### config.mk
export PLATFORM = sky130hd
export DESIGN_NAME = pipeline_hazard_ctrl
export DESIGN_NICKNAME = d
export VERILOG_FILES = /design/src/rtl/pipeline_hazard_ctrl.sv
export SDC_FILE = /design/constraint.sdc
export NUM_CORES = 1
export LEC_CHECK = 0
export ABC_AREA = 1
export BUFFER_PORTS_ARGS = -buffer_cell sky130_fd_sc_hd__buf_2
export CORE_MARGIN = 10
export CORE_UTILIZATION = 25
export DETAILED_ROUTE_END_ITERATION = 12
export PLACE_DENSITY = 0.54
export SYNTH_ARGS = -nofsm -noshare
export SYNTH_HDL_FRONTEND = slang
export SYNTH_SLANG_ARGS = --single-unit
### constraint.sdc
create_clock -name clk -period 1.6 [get_ports clk]
set_clock_uncertainty 0.1 [all_clocks]
set_input_delay 0.16 -clock clk [delete_from_list [all_inputs] [get_ports clk]]
set_output_delay 0.16 -clock clk [all_outputs]
set_load 0.01 [all_outputs]
### src/rtl/pipeline_hazard_ctrl.sv
// Hazard and stall controller for a five-stage RISC-V pipeline: operand forwarding,
// load-use stalls, branch flushes and data-memory wait sequencing with timeout.
module pipeline_hazard_ctrl #(
  parameter int unsigned REG_ADDR_WIDTH = 5,
  parameter int unsigned MEM_TIMEOUT    = 15
) (
  input  logic                      clk,
  input  logic                      rst_n,
  input  logic [REG_ADDR_WIDTH-1:0] Rs1D_i,
  input  logic [REG_ADDR_WIDTH-1:0] Rs2D_i,
  input  logic [REG_ADDR_WIDTH-1:0] Rs1E_i,
  input  logic [REG_ADDR_WIDTH-1:0] Rs2E_i,
  input  logic [REG_ADDR_WIDTH-1:0] RdE_i,
  input  logic [REG_ADDR_WIDTH-1:0] RdM_i,
  input  logic [REG_ADDR_WIDTH-1:0] RdW_i,
  input  logic                      ResultSrcE_i,
  input  logic                      PCSrcE_i,
  input  logic                      RegWriteM_i,
  input  logic                      RegWriteW_i,
  input  logic                      ResultSrcM_i,
  input  logic                      MemWriteM_i,
  input  logic                      mem_ready_i,
  output logic                      MemReqM_o,
  output logic [1:0]                ForwardAE_o,
  output logic [1:0]                ForwardBE_o,
  output logic                      StallF_o,
  output logic                      StallD_o,
  output logic                      StallE_o,
  output logic                      StallM_o,
  output logic                      FlushD_o,
  output logic                      FlushE_o,
  output logic                      FlushW_o,
  output logic                      mem_timeout_o
);

  localparam int unsigned CNT_W = $clog2(MEM_TIMEOUT + 1);
  localparam logic [CNT_W-1:0] CNT_MAX = CNT_W'(MEM_TIMEOUT);
  localparam logic [CNT_W-1:0] CNT_ONE = CNT_W'(1);

  typedef enum logic {
    ST_IDLE,
    ST_WAIT
  } state_t;

  state_t           state, state_next;
  logic [CNT_W-1:0] cnt, cnt_next;
  logic             timeout_q;
  logic             acc;
  logic             abandon;
  logic             lw_stall;
  logic             mem_stall;

  function automatic logic [1:0] fwd_sel(
    input logic [REG_ADDR_WIDTH-1:0] rs,
    input logic                      wr_m,
    input logic [REG_ADDR_WIDTH-1:0] rd_m,
    input logic                      wr_w,
    input logic [REG_ADDR_WIDTH-1:0] rd_w
  );
    logic [1:0] sel;
    sel = 2'b00;
    if (wr_m && (rd_m != '0) && (rd_m == rs)) begin
      sel = 2'b10;
    end else if (wr_w && (rd_w != '0) && (rd_w == rs)) begin
      sel = 2'b01;
    end
    return sel;
  endfunction

  assign acc = ResultSrcM_i | MemWriteM_i;

  always_ff @(posedge clk or negedge rst_n) begin
    if (!rst_n) begin
      state     <= ST_IDLE;
      cnt       <= '0;
      timeout_q <= 1'b0;
    end else begin
      state     <= state_next;
      cnt       <= cnt_next;
      timeout_q <= timeout_q | abandon;
    end
  end

  // cnt counts stall cycles already spent; the first stall cycle happens in IDLE,
  // so reaching MEM_TIMEOUT in WAIT means the budget is used up.
  always_comb begin
    state_next = state;
    cnt_next   = cnt;
    abandon    = 1'b0;
    case (state)
      ST_IDLE: begin
        if (acc && !mem_ready_i) begin
          state_next = ST_WAIT;
          cnt_next   = CNT_ONE;
        end
      end
      ST_WAIT: begin
        if (mem_ready_i) begin
          state_next = ST_IDLE;
          cnt_next   = '0;
        end else if (cnt == CNT_MAX) begin
          abandon    = 1'b1;
          state_next = ST_IDLE;
          cnt_next   = '0;
        end else begin
          cnt_next = cnt + CNT_ONE;
        end
      end
      default: begin
        state_next = ST_IDLE;
        cnt_next   = '0;
      end
    endcase
  end

  always_comb begin
    lw_stall  = ResultSrcE_i && (RdE_i != '0) && ((RdE_i == Rs1D_i) || (RdE_i == Rs2D_i));
    mem_stall = acc && !mem_ready_i && !abandon;

    ForwardAE_o = fwd_sel(Rs1E_i, RegWriteM_i, RdM_i, RegWriteW_i, RdW_i);
    ForwardBE_o = fwd_sel(Rs2E_i, RegWriteM_i, RdM_i, RegWriteW_i, RdW_i);
    MemReqM_o   = acc && rst_n;

    StallF_o = lw_stall;
    StallD_o = lw_stall;
    StallE_o = 1'b0;
    StallM_o = 1'b0;
    FlushD_o = PCSrcE_i;
    FlushE_o = lw_stall || PCSrcE_i;
    FlushW_o = 1'b0;
    // A memory stall freezes everything up to EX/MEM; the branch/load in E is kept
    // intact so it is re-evaluated once the access completes.
    if (mem_stall) begin
      StallF_o = 1'b1;
      StallD_o = 1'b1;
      StallE_o = 1'b1;
      StallM_o = 1'b1;
      FlushD_o = 1'b0;
      FlushE_o = 1'b0;
      FlushW_o = 1'b1;
    end
  end

  assign mem_timeout_o = timeout_q;

endmodule

---- After elaboration in Yosys (flattened, before gate mapping) ----
Index checks and enable logic that the tools add are counted.
word-level totals
  input bits .............................. 44
  word-level logic and storage cells ...... 52
  register bits ........................... 6
operators by class
  reductions and logical operators ........ 18
  multiplexer cells ....................... 19
  bitwise operators ....................... 3
  $add $sub $neg .......................... 1
  equality and inequality tests ........... 8
operator list
  operator               count
  $eq A5 B5 Y1           6
  $reduce_bool A5 Y1     3
  $mux W1                12
  $mux W4                3
  $logic_and A1 B1 Y1    11
  $pmux W4 S2            1
  $add A4 B1 Y4 const B  1
  $eq A4 B4 Y1 const B   1
  $mux W2                2
  $logic_not A1 Y1       2
  $logic_or A1 B1 Y1     2
  $ne A2 B2 Y1 const B   1
  $or A1 B1 Y1           2
  $pmux W1 S2            1
  $not A1 Y1             1

---- Logic depth before layout (Yosys ltp) ----
Gate-level depths: netlist of the first run.
  depth in word-level cells ............... 7
  depth in mapped cells ................... 9
  mapped depth without buffers ............ 8

---- Worst setup path before layout of the first run ----
No wires, ideal clock.
  path kind ............................... register to output
  start ................................... register cnt[0]
  end ..................................... output port StallF_o
  path slack .............................. 65 ps
  path buffers ............................ 1
  data arrival time ....................... 1275 ps
  stages on the path, launching flop included .. 9
  cells stage by stage .................... dfrtp_1 ha_1 nand2_2 nor2_2 inv_2 nor2_2 or2_4 nand2_1 buf_4
between the ends
  word-level cells in the longest chain between the ends .. 7
ends and longest elaborated chain
  what                    RTL line  text
  from (decl)             46        logic [CNT_W-1:0] cnt, cnt_next;
  from (signal assigned)  79        cnt <= cnt_next;
  $eq A4 B4 Y1            101       end else if (cnt == CNT_MAX) begin
  $mux W1                 101
  $mux W1                 98        if (mem_ready_i) begin
  $mux W1                 90        case (state)
  $logic_not A1 Y1        118       mem_stall = acc && !mem_ready_i && !abandon;
  $logic_and A1 B1 Y1     118
  $mux W1                 n/a
  to (decl)               26        output logic StallF_o,
No other way between the ends.

---- Worst setup path in the final report of the first run ----
  start ................................... register cnt[1]
  end ..................................... output port FlushE_o
between the ends
  word-level cells in the longest chain between the ends .. 7
ends and longest elaborated chain
  what                 RTL line  text
  $eq A4 B4 Y1         101
  $mux W1              101
  $mux W1              98
  $mux W1              90
  $logic_not A1 Y1     118
  $logic_and A1 B1 Y1  118
  $mux W1              133       if (mem_stall) begin
  to (decl)            31        output logic FlushE_o,
No other way between the ends.

==> flow_metrics.py, run 1 <==
metrics = {
    "outcome": {
        "status": "finished with violations",
        "violations": "negative setup slack",
    },
    "die": {
        "num_io_pins": 57,
        "die_y_microns": 77.7,
        "die_x_microns": 77.7,
        "start_util_pct": 26.6,
        "dieArea_sq_um": 6040,
        "row_count": 20,
        "core_area_sq_um": 3130,
    },
    "sta": {
        "slew_viol_final": 0,
        "finalSetupTns_ps": -934,
        "fmax_mhz": 567,
        "timing.final.ws_setup_ps": -164,
        "finalHoldViolations": 0,
        "min_period_ps": 1760,
        "finalCritPeriodShare_pct": 110,
        "finalSetupViolCount": 7,
        "worst_pin_slew_ps": 243,
        "max_slew_margin_pct": 83.7,
        "holdWs_ps": 168,
        "rsz0062_at_grt": "true",
    },
    "job": {
        "maxCapViolCount": 0,
    },
    "synthesis": {
        "syn-cell-area_sq_um": 833,
        "synth_common_cells": "nand2_1, inv_1, nor2_1",
        "synth_top_area_share_pct": 18.0,
        "async_reset_ff_share_pct": 100,
        "syn_avg_cell_area_sq_um": 6.13,
        "syn_nets": 181,
        "ys_warn_count": 0,
        "ys_seq_elements": 6,
        "yosys-top-cells-area": "dfrtp_1, nand2_1, xnor2_1",
        "synth_top_area_cell": "dfrtp_1",
        "synth_cell_types": 21,
        "synth_ff_type": "dfrtp_1",
        "synth_most_common_cell": "nand2_1",
        "synth-edff-count": 0,
        "yosysSeqAreaShare_pct": 18.0,
        "syn_inst": 136,
    },
    "route": {
        "drt-wirelength-per-cell_microns": 10.8,
        "vias": 972,
        "highest_layer": "met4",
        "drt_iter0_drc": 24,
        "postRouteAntennaNets": 0,
        "wl_microns": 2610,
        "routed_via_density": 4.03,
        "drt_first_pass_iters": 6,
        "drc": 0,
        "wl_met1_microns": 1110,
        "dr_wl_met3_microns": 128,
        "wl_met2_microns": 1360,
    },
    "power": {
        "p_switching_uw": 219,
        "p_sw_share_pct": 34.9,
        "p_comb_share_pct": 48.0,
        "clockPowerShare_pct": 22.2,
        "ir_drop_mv": 0.425,
        "p_seq_share_pct": 29.8,
        "p_leak_uw": 0.000703,
        "power.total_uw": 626,
        "powerDensity_nw_per_um2": 512,
        "internal_power_uw": 408,
    },
    "clock_tree": {
        "numClockSinks": 6,
        "clockRootBuffer": "clkbuf_4",
        "numCtsBuffers": 3,
        "clk_path_buf_depth": 2,
        "clkTransAtPathRegs_ps": 40,
        "htreeDepth": 1,
        "tritoncts": "done",
        "insertion_delay_ps": 240,
    },
    "worst_setup_path": {
        "reg2reg_depth": 6,
        "rrSetupSlack_ps": 340,
        "crit_type": "flop to output port",
        "crit_path_end_kind": "output port",
        "cp_max_fo": 4,
        "critical_path_required_ps": 1340,
        "start_kind": "flop",
        "r2r_start": "cnt[1]",
        "rr_endpoint": "mem_timeout_o",
        "worstPathArrival_ps": 1500,
    },
    "grt": {
        "grt_use_total_pct": 8.16,
        "grt_max_degree": 8,
        "grt_pass1_wl_microns": 4220,
        "antenna_found_initial": 0,
        "grt_pass1_vias": 976,
        "grt_overflow": 0,
    },
    "finish": {
        "num_antenna_cells": 0,
        "drive_gt1_share_pct": 37.1,
        "fin_cells": 241,
        "fin_util_pct": 39.1,
        "fin_nets": 244,
        "areaGrowthSynthToFinish_pct": 46.8,
    },
    "worst_hold_path": {
        "hold_depth": 4,
        "hold_class": "input port to flop",
        "hold_start": "mem_ready_i",
        "hold_end": "cnt[0]",
    },
    "placed_design": {
        "portBuffers": 56,
        "hpwl_microns": 2390,
        "placed_cells": 235,
        "gp_congestion": 0.803,
    },
}
==> cell families (layout without fill, tap and decap cells) <==
| kind of cell | after synthesis | in the layout | share of synthesized area [%] |
|---|---|---|---|
| compound gates | 9 | 9 | 6.46 |
| simple gates | 73 | 73 | 37.7 |
| flops | 6 | 6 | 18.0 |
| xor+xnor | 23 | 23 | 24.2 |
| fa+ha+maj | 1 | 1 | 1.50 |
| buf+inv | 24 | 85 | 12.2 |
==> cell usage in the layout (no fill, tap or decap), types with 6 or more instances in the layout <==
cell type  synthesis  final
buf_2              0     56
nand2_1           34     33
inv_1             20     20
nor2_1            16     16
xnor2_1           13     13
nand3_1           12     11
xor2_1            10     10
dfrtp_1            6      6
==> state kept, by name (all words and copies together) (netlist names) <==
signal,count
cnt,4
mem_timeout_o,1
state,1
==> power by group through the flow <==
stage          combinational, uW  clock (uW)  sequential (uW)
2_1_floorplan                156           0              189
3_3_place_gp                 284           0              189
3_5_place_dp                 281           0              189
4_1_cts                      296         148              186
5_1_grt                      340         155              190
6_report                     301         139              186
==> layout make-up <==
type	instances	area, sq um
multi-input combinational	106	597
fill	347	1900
timing repair buffer	61	320
inverter	21	78.8
clock buffer	3	22.5
tap	44	55.1
sequential	6	150
==> how the worst max path moves through the flow <==
stage / startpoint / to / slack (ps) / cells after the start
after detailed placement: cnt[1] / FlushE_o / 60 / 9
after floorplan: cnt[0] / StallF_o / 60 / 8
after CTS: cnt[1] / FlushE_o / -170 / 9
final: cnt[1] / FlushE_o / -160 / 9
after global routing: cnt[1] / FlushE_o / -240 / 9
after global placement: cnt[1] / FlushE_o / 70 / 9
==> timing repair <==
item | in CTS | in global routing
endpoints found under the hold margin | 6 | 0
gates resized for setup | 3 | 1
pin swaps | 1 | 0
setup buffers | 1 | 1
setup endpoints to repair | 7 | 7
hold buffers | 1 | 0
==> per-layer routing <==
| layer | up-vias | GRT usage (%) |
|---|---|---|
| li1 | 546 | - |
| met1 | 406 | 8.87 |
| met2 | 18 | 15.0 |
| met3 | 2 | 1.61 |
| met4 | 0 | 3.28 |
| met5 | - | 0 |
==> through the flow <==
step	area [sq um]	setup slack [ps]
after floorplan	833	64.6
after global placement	1160	73.9
after detailed placement	1160	61.5
after CTS	1210	-165
after global routing	1220	-238
final	1220	-164
==> critical path: stages, from the launching register on <==
cell and delay [ps]:
dfrtp_1 380, ha_2 190, nand2_2 80, nor2_4 40
inv_2 50, nor2_2 30, or2_4 250, nand2_2 70
nand2_1 50, buf_2 130
Note: power is estimated with default switching activity, not from simulation.
==> run 2: changes to the inputs <==
--- a/config.mk
+++ b/config.mk
@@ -7,7 +7,7 @@
 export LEC_CHECK = 0
 export ABC_AREA = 1
 export BUFFER_PORTS_ARGS = -buffer_cell sky130_fd_sc_hd__buf_2
-export CORE_MARGIN = 10
+export CORE_MARGIN = 8
 export CORE_UTILIZATION = 25
 export DETAILED_ROUTE_END_ITERATION = 12
 export PLACE_DENSITY = 0.54
==> constraint.sdc (replaced) <==
create_clock -name clk -period 1.9 [get_ports clk]
set_clock_uncertainty 0.1 [all_clocks]
set_input_delay 0.19 -clock clk [delete_from_list [all_inputs] [get_ports clk]]
set_output_delay 0.19 -clock clk [all_outputs]
set_load 0.01 [all_outputs]
==> flow_metrics.py, run 2 (synthesized netlist as in run 1, its figures left out) <==
metrics = {
    "sta": {
        "slew_viol_final": 0,
        "fmax_mhz": 545,
        "max_slew_margin_pct": 84.4,
        "finalCritPeriodShare_pct": 96.5,
        "finalHoldViolations": 0,
        "finalSetupViolCount": 0,
        "min_period_ps": 1830,
        "timing.final.ws_setup_ps": 65.9,
        "worst_pin_slew_ps": 232,
    },
    "power": {
        "p_leak_uw": 0.000693,
        "powerDensity_nw_per_um2": 434,
        "power.total_uw": 524,
        "ir_drop_mv": 0.369,
    },
    "worst_setup_path": {
        "worstPathArrival_ps": 1540,
        "cpMaxStageDelayCell": "dfrtp_1",
        "crit_path_end_kind": "output port",
        "cpPeakStageDelay_ps": 400,
        "r2r_start": "cnt[0]",
        "reg2reg_depth": 6,
        "start_kind": "flop",
        "cp_num_cells": 9,
        "worst-path-buf-inv": 2,
        "rr_endpoint": "mem_timeout_o",
        "crit_path_start": "cnt[0]",
        "rrSetupSlack_ps": 610,
        "crit_chain": "ha_2 -> nand2_2 -> nor2_4 -> inv_2 -> nor2_2 -> or2_4 -> nand2_1 -> nand2_1 -> buf_2",
        "cp-endpoint": "FlushE_o",
        "cpMostUsedCell": "nand2_1",
        "crit_type": "flop to output port",
        "crit_family": "simple AND/OR/NAND/NOR gates",
        "cp_max_fo": 4,
        "critical_path_required_ps": 1610,
    },
    "finish": {
        "largest_reg_flops": 4,
        "final_cell_mix": "buf_2, nand2_1, inv_1, nor2_1, xnor2_1",
        "drive_gt1_share_pct": 35.9,
        "num_antenna_cells": 0,
        "fin_nets": 242,
        "top_register": "cnt",
        "fill_cells": 384,
        "layout_commonest_cell": "buf_2",
        "areaGrowthSynthToFinish_pct": 45.0,
        "stdcell_area_sq_um": 1210,
    },
    "die": {
        "die_x_microns": 73.7,
        "core_area_sq_um": 3260,
        "start_util_pct": 25.6,
        "die_y_microns": 73.7,
        "num_io_pins": 57,
        "row_count": 21,
        "dieArea_sq_um": 5440,
    },
    "route": {
        "drc": 0,
        "wl_microns": 2550,
        "postRouteAntennaNets": 0,
        "vias": 973,
        "drt_first_pass_iters": 4,
        "drt-wirelength-per-cell_microns": 10.6,
        "drt_iter0_drc": 41,
        "routed_via_density": 4.04,
    },
    "placed_design": {
        "portBuffers": 56,
        "hpwl_microns": 2250,
        "placed_cell_area_sq_um": 1150,
        "pre_cts_ws_ps": 292,
        "gp_congestion": 0.864,
    },
    "outcome": {
        "status": "finished, final reports clean",
    },
    "clock_tree": {
        "tritoncts": "done",
        "numCtsBuffers": 3,
        "clk_path_buf_depth": 2,
        "numClockSinks": 6,
        "insertion_delay_ps": 240,
        "htreeDepth": 1,
        "clkTransAtPathRegs_ps": 50,
        "clockRootBuffer": "clkbuf_4",
    },
    "grt": {
        "grt_pass1_vias": 971,
        "grt_max_degree": 8,
        "grt_overflow": 0,
        "grt_pass1_wl_microns": 4080,
        "antenna_found_initial": 0,
        "grt_use_total_pct": 9.28,
    },
    "job": {
        "maxCapViolCount": 0,
    },
    "worst_hold_path": {
        "hold_class": "input port to flop",
    },
}
==> run 2: cell count changes in the layout (fill, tap and decap cells not counted) <==
cell / previous run / this run
buf_4: 4 / 2
nand2_1: 33 / 34
nand2_2: 2 / 1
==> run 2: cell type report <==
cell class	instances	area (sq um)	area share, %
inverter	21	78.8	6.52
sequential	6	150	12.4
tap	46	57.6	4.76
timing repair buffer	59	305	25.3
clock buffer	3	22.5	1.86
multi-input combinational	106	594	49.2
==> run 2: metrics by stage <==
step	utilization [%]	instances	TNS, ps	hold slack [ps]
floorplan	-	136	0	-206
global placement	35.3	235	0	-68.3
detailed placement	35.3	235	0	-70.0
CTS	36.3	239	0	187
global route	37.1	241	-13.1	220
finish	37.1	241	0	188
==> run 2: where the power goes <==
part	switching [uW]	internal [uW]	total (uW)	leakage [uW]
registers	16.2	144	160	0.0000785
clock network	44.0	71.3	115	0.0000138
logic	127	122	249	0.000601
total	187	337	524	0.000693
==> run 2: worst min-delay path by stage <==
stage / startpoint / to / slack, ps / cells past startpoint
floorplan: rst_n / cnt[0] / -210 / 0
detailed placement: rst_n / cnt[1] / -70 / 1
global placement: rst_n / cnt[1] / -70 / 1
finish: ResultSrcM_i / cnt[1] / 190 / 4
global route: rst_n / cnt[2] / 220 / 2
CTS: ResultSrcM_i / cnt[1] / 190 / 4
==> run 2: worst register-to-register path, stage by stage (launching register included) <==
cell and delay (ps):
dfrtp_1 400, ha_2 200, nand2_2 90, nor2_4 40
inv_2 50, nor2_2 30, or2_2 260
==> run 2: per-layer routing <==
metal	global-route usage [%]	wire length (microns)	up-vias
li1	-	-	540
met1	9.72	1050	407
met2	17.0	1330	26
met3	3.14	174	0
met4	2.44	0	0
met5	0	0	-
==> run 2: what timing repair did <==
action	4_1_cts	5_1_grt
hold endpoints to repair	6	0
setup buffers	0	2
resized for setup	0	3
hold buffers	1	0
setup endpoints to repair	0	7
==> run 3: changes to the inputs <==
--- a/config.mk
+++ b/config.mk
@@ -5,12 +5,12 @@
 export SDC_FILE = /design/constraint.sdc
 export NUM_CORES = 1
 export LEC_CHECK = 0
-export ABC_AREA = 1
+export ABC_AREA = 0
 export BUFFER_PORTS_ARGS = -buffer_cell sky130_fd_sc_hd__buf_2
 export CORE_MARGIN = 8
 export CORE_UTILIZATION = 25
 export DETAILED_ROUTE_END_ITERATION = 12
-export PLACE_DENSITY = 0.54
+export PLACE_DENSITY = 0.56
 export SYNTH_ARGS = -nofsm -noshare
 export SYNTH_HDL_FRONTEND = slang
 export SYNTH_SLANG_ARGS = --single-unit
==> flow_metrics.py, run 3 <==
metrics = {
    "outcome": {
        "status": "finished, final reports clean",
    },
    "route": {
        "drt_iter0_drc": 57,
        "wl_microns": 2430,
        "routed_via_density": 4.47,
        "drt_first_pass_iters": 4,
        "drt-wirelength-per-cell_microns": 13.3,
        "postRouteAntennaNets": 0,
        "vias": 818,
        "drc": 0,
    },
    "synthesis": {
        "syn_avg_cell_area_sq_um": 8.36,
        "ys_seq_elements": 6,
        "synth_top_area_cell": "xor2_1",
        "syn-cell-area_sq_um": 744,
        "async_reset_ff_share_pct": 100,
        "synth_top_area_share_pct": 29.4,
        "yosysSeqAreaShare_pct": 20.2,
        "syn_inst": 89,
        "syn_nets": 134,
        "yosys-top-cells-area": "xor2_1, dfrtp_1, xnor2_1",
        "ys_warn_count": 0,
        "synth_most_common_cell": "xor2_1",
        "synth-edff-count": 0,
        "synth_common_cells": "xor2_1, nor2_1, dfrtp_1, xnor2_1, or4_1",
        "synth_ff_type": "dfrtp_1",
        "synth_cell_types": 27,
    },
    "grt": {
        "grt_max_degree": 9,
        "grt_pass1_vias": 877,
        "antenna_found_initial": 0,
        "grt_overflow": 0,
        "grt_use_total_pct": 9.32,
        "grt_pass1_wl_microns": 3870,
    },
    "finish": {
        "layout_commonest_cell": "buf_2",
        "num_antenna_cells": 0,
        "drive_gt1_share_pct": 46.7,
        "top_register": "cnt",
        "largest_reg_flops": 4,
        "fin_nets": 197,
        "fin_util_pct": 37.8,
        "areaGrowthSynthToFinish_pct": 50.1,
        "final_cell_mix": "buf_2, xor2_1, nor2_1, xnor2_1, dfrtp_1",
    },
    "die": {
        "core_area_sq_um": 2950,
        "start_util_pct": 25.2,
        "num_io_pins": 57,
        "row_count": 20,
        "die_x_microns": 70.6,
        "dieArea_sq_um": 4980,
        "die_y_microns": 70.6,
    },
    "sta": {
        "min_period_ps": 1890,
        "finalCritPeriodShare_pct": 99.4,
        "timing.final.ws_setup_ps": 11.4,
        "rsz0062_at_grt": "true",
        "finalSetupViolCount": 0,
        "finalHoldViolations": 0,
        "worst_pin_slew_ps": 450,
        "finalSetupTns_ps": 0,
        "fmax_mhz": 529,
        "slew_viol_final": 0,
        "max_slew_margin_pct": 69.7,
    },
    "power": {
        "powerDensity_nw_per_um2": 424,
        "power.total_uw": 474,
        "ir_drop_mv": 0.121,
        "p_leak_uw": 0.000582,
    },
    "clock_tree": {
        "htreeDepth": 1,
        "clk_path_buf_depth": 2,
        "clkTransAtPathRegs_ps": 50,
        "clockRootBuffer": "clkbuf_4",
        "numCtsBuffers": 3,
        "insertion_delay_ps": 250,
        "numClockSinks": 6,
        "tritoncts": "done",
    },
    "placed_design": {
        "portBuffers": 56,
        "gp_congestion": 0.745,
        "pre_cts_ws_ps": 63.8,
        "hpwl_microns": 2110,
    },
    "worst_hold_path": {
        "hold_class": "input port to flop",
    },
    "job": {
        "maxCapViolCount": 0,
    },
    "worst_setup_path": {
        "crit_path_end_kind": "output port",
        "cp_max_fo": 3,
        "start_kind": "flop",
        "critical_path_required_ps": 1610,
        "crit_type": "flop to output port",
        "worstPathArrival_ps": 1600,
        "rrSetupSlack_ps": 560,
    },
}
run 3: cell types whose count changed after synthesis, moves of 7 or more:
| cell | before | now |
|---|---|---|
| xor2_1 | 10 | 25 |
| nor2_1 | 16 | 7 |
| nand2_1 | 34 | 1 |
| nand3_1 | 12 | 3 |
| xnor2_1 | 13 | 6 |
| inv_1 | 20 | 4 |
run 3: stage by stage:
stage          hold slack (ps)  instance area, sq um  cells
5_1_grt                   74.9                  1120    183
4_1_cts                   56.3                  1100    181
3_3_place_gp             -74.3                  1050    176
6_report                  61.7                  1120    183
2_1_floorplan             -206                   744     89
3_5_place_dp             -74.5                  1050    176
run 3: area by class of cell:
class	instances	area (sq um)
Fill cell	321	1840
Multi-Input combinational cell	75	561
Timing Repair Buffer	62	328
Sequential cell	6	150
Tap cell	33	41.3
Clock buffer	3	22.5
Inverter	4	15.0
run 3: cells by family after synthesis:
group | synth area share (%)
XOR/XNOR | 36.5
buffers and inverters | 5.54
flip-flops | 20.2
AO/OA/AOI/OAI | 15.5
AND/OR/NAND/NOR | 20.7
adder cells (fa/ha/maj) | 1.68
run 3: power breakdown:
| part | internal [uW] | leakage [uW] | switching, uW |
|---|---|---|---|
| sequential | 137 | 0.0000789 | 8.15 |
| combinational | 109 | 0.000489 | 104 |
| clock | 71.3 | 0.0000138 | 44.4 |
run 3: layer usage:
metal	track usage [%]	part of all wire, %	up-vias
li1	-	-	436
met1	9.25	39	359
met2	18.1	55	23
met3	3.39	5.7	0
met4	1.39	0	0
met5	0	0	-
run 3: worst paths after layout:
| check | from | to | depth (start not counted) |
|---|---|---|---|
| min in group asynchronous | rst_n | cnt[3] | 2 |
| hold / removal | mem_ready_i | state | 2 |
| setup / recovery | cnt[1] | FlushE_o | 6 |
| max in group asynchronous | rst_n | cnt[1] | 2 |
| setup reg to reg | cnt[1] | cnt[0] | 6 |
| hold reg to reg | mem_timeout_o | mem_timeout_o | 1 |
run 3: critical path: stages (launching register included):
cell and delay [ps]:
dfrtp_1 380, ha_2 200, and3_4 150, a211o_1 330
nand2_1 90, o31ai_1 60, buf_2 140
run 3: repair_timing:
action / in CTS / in global routing
endpoints found under the setup margin: 7 / 5
pin swaps: 1 / 4
buffers inserted: 1 / 2
hold endpoints to repair: 6 / 0
gates cloned: 0 / 0
hold buffers: 1 / 0
resized for setup: 2 / 2
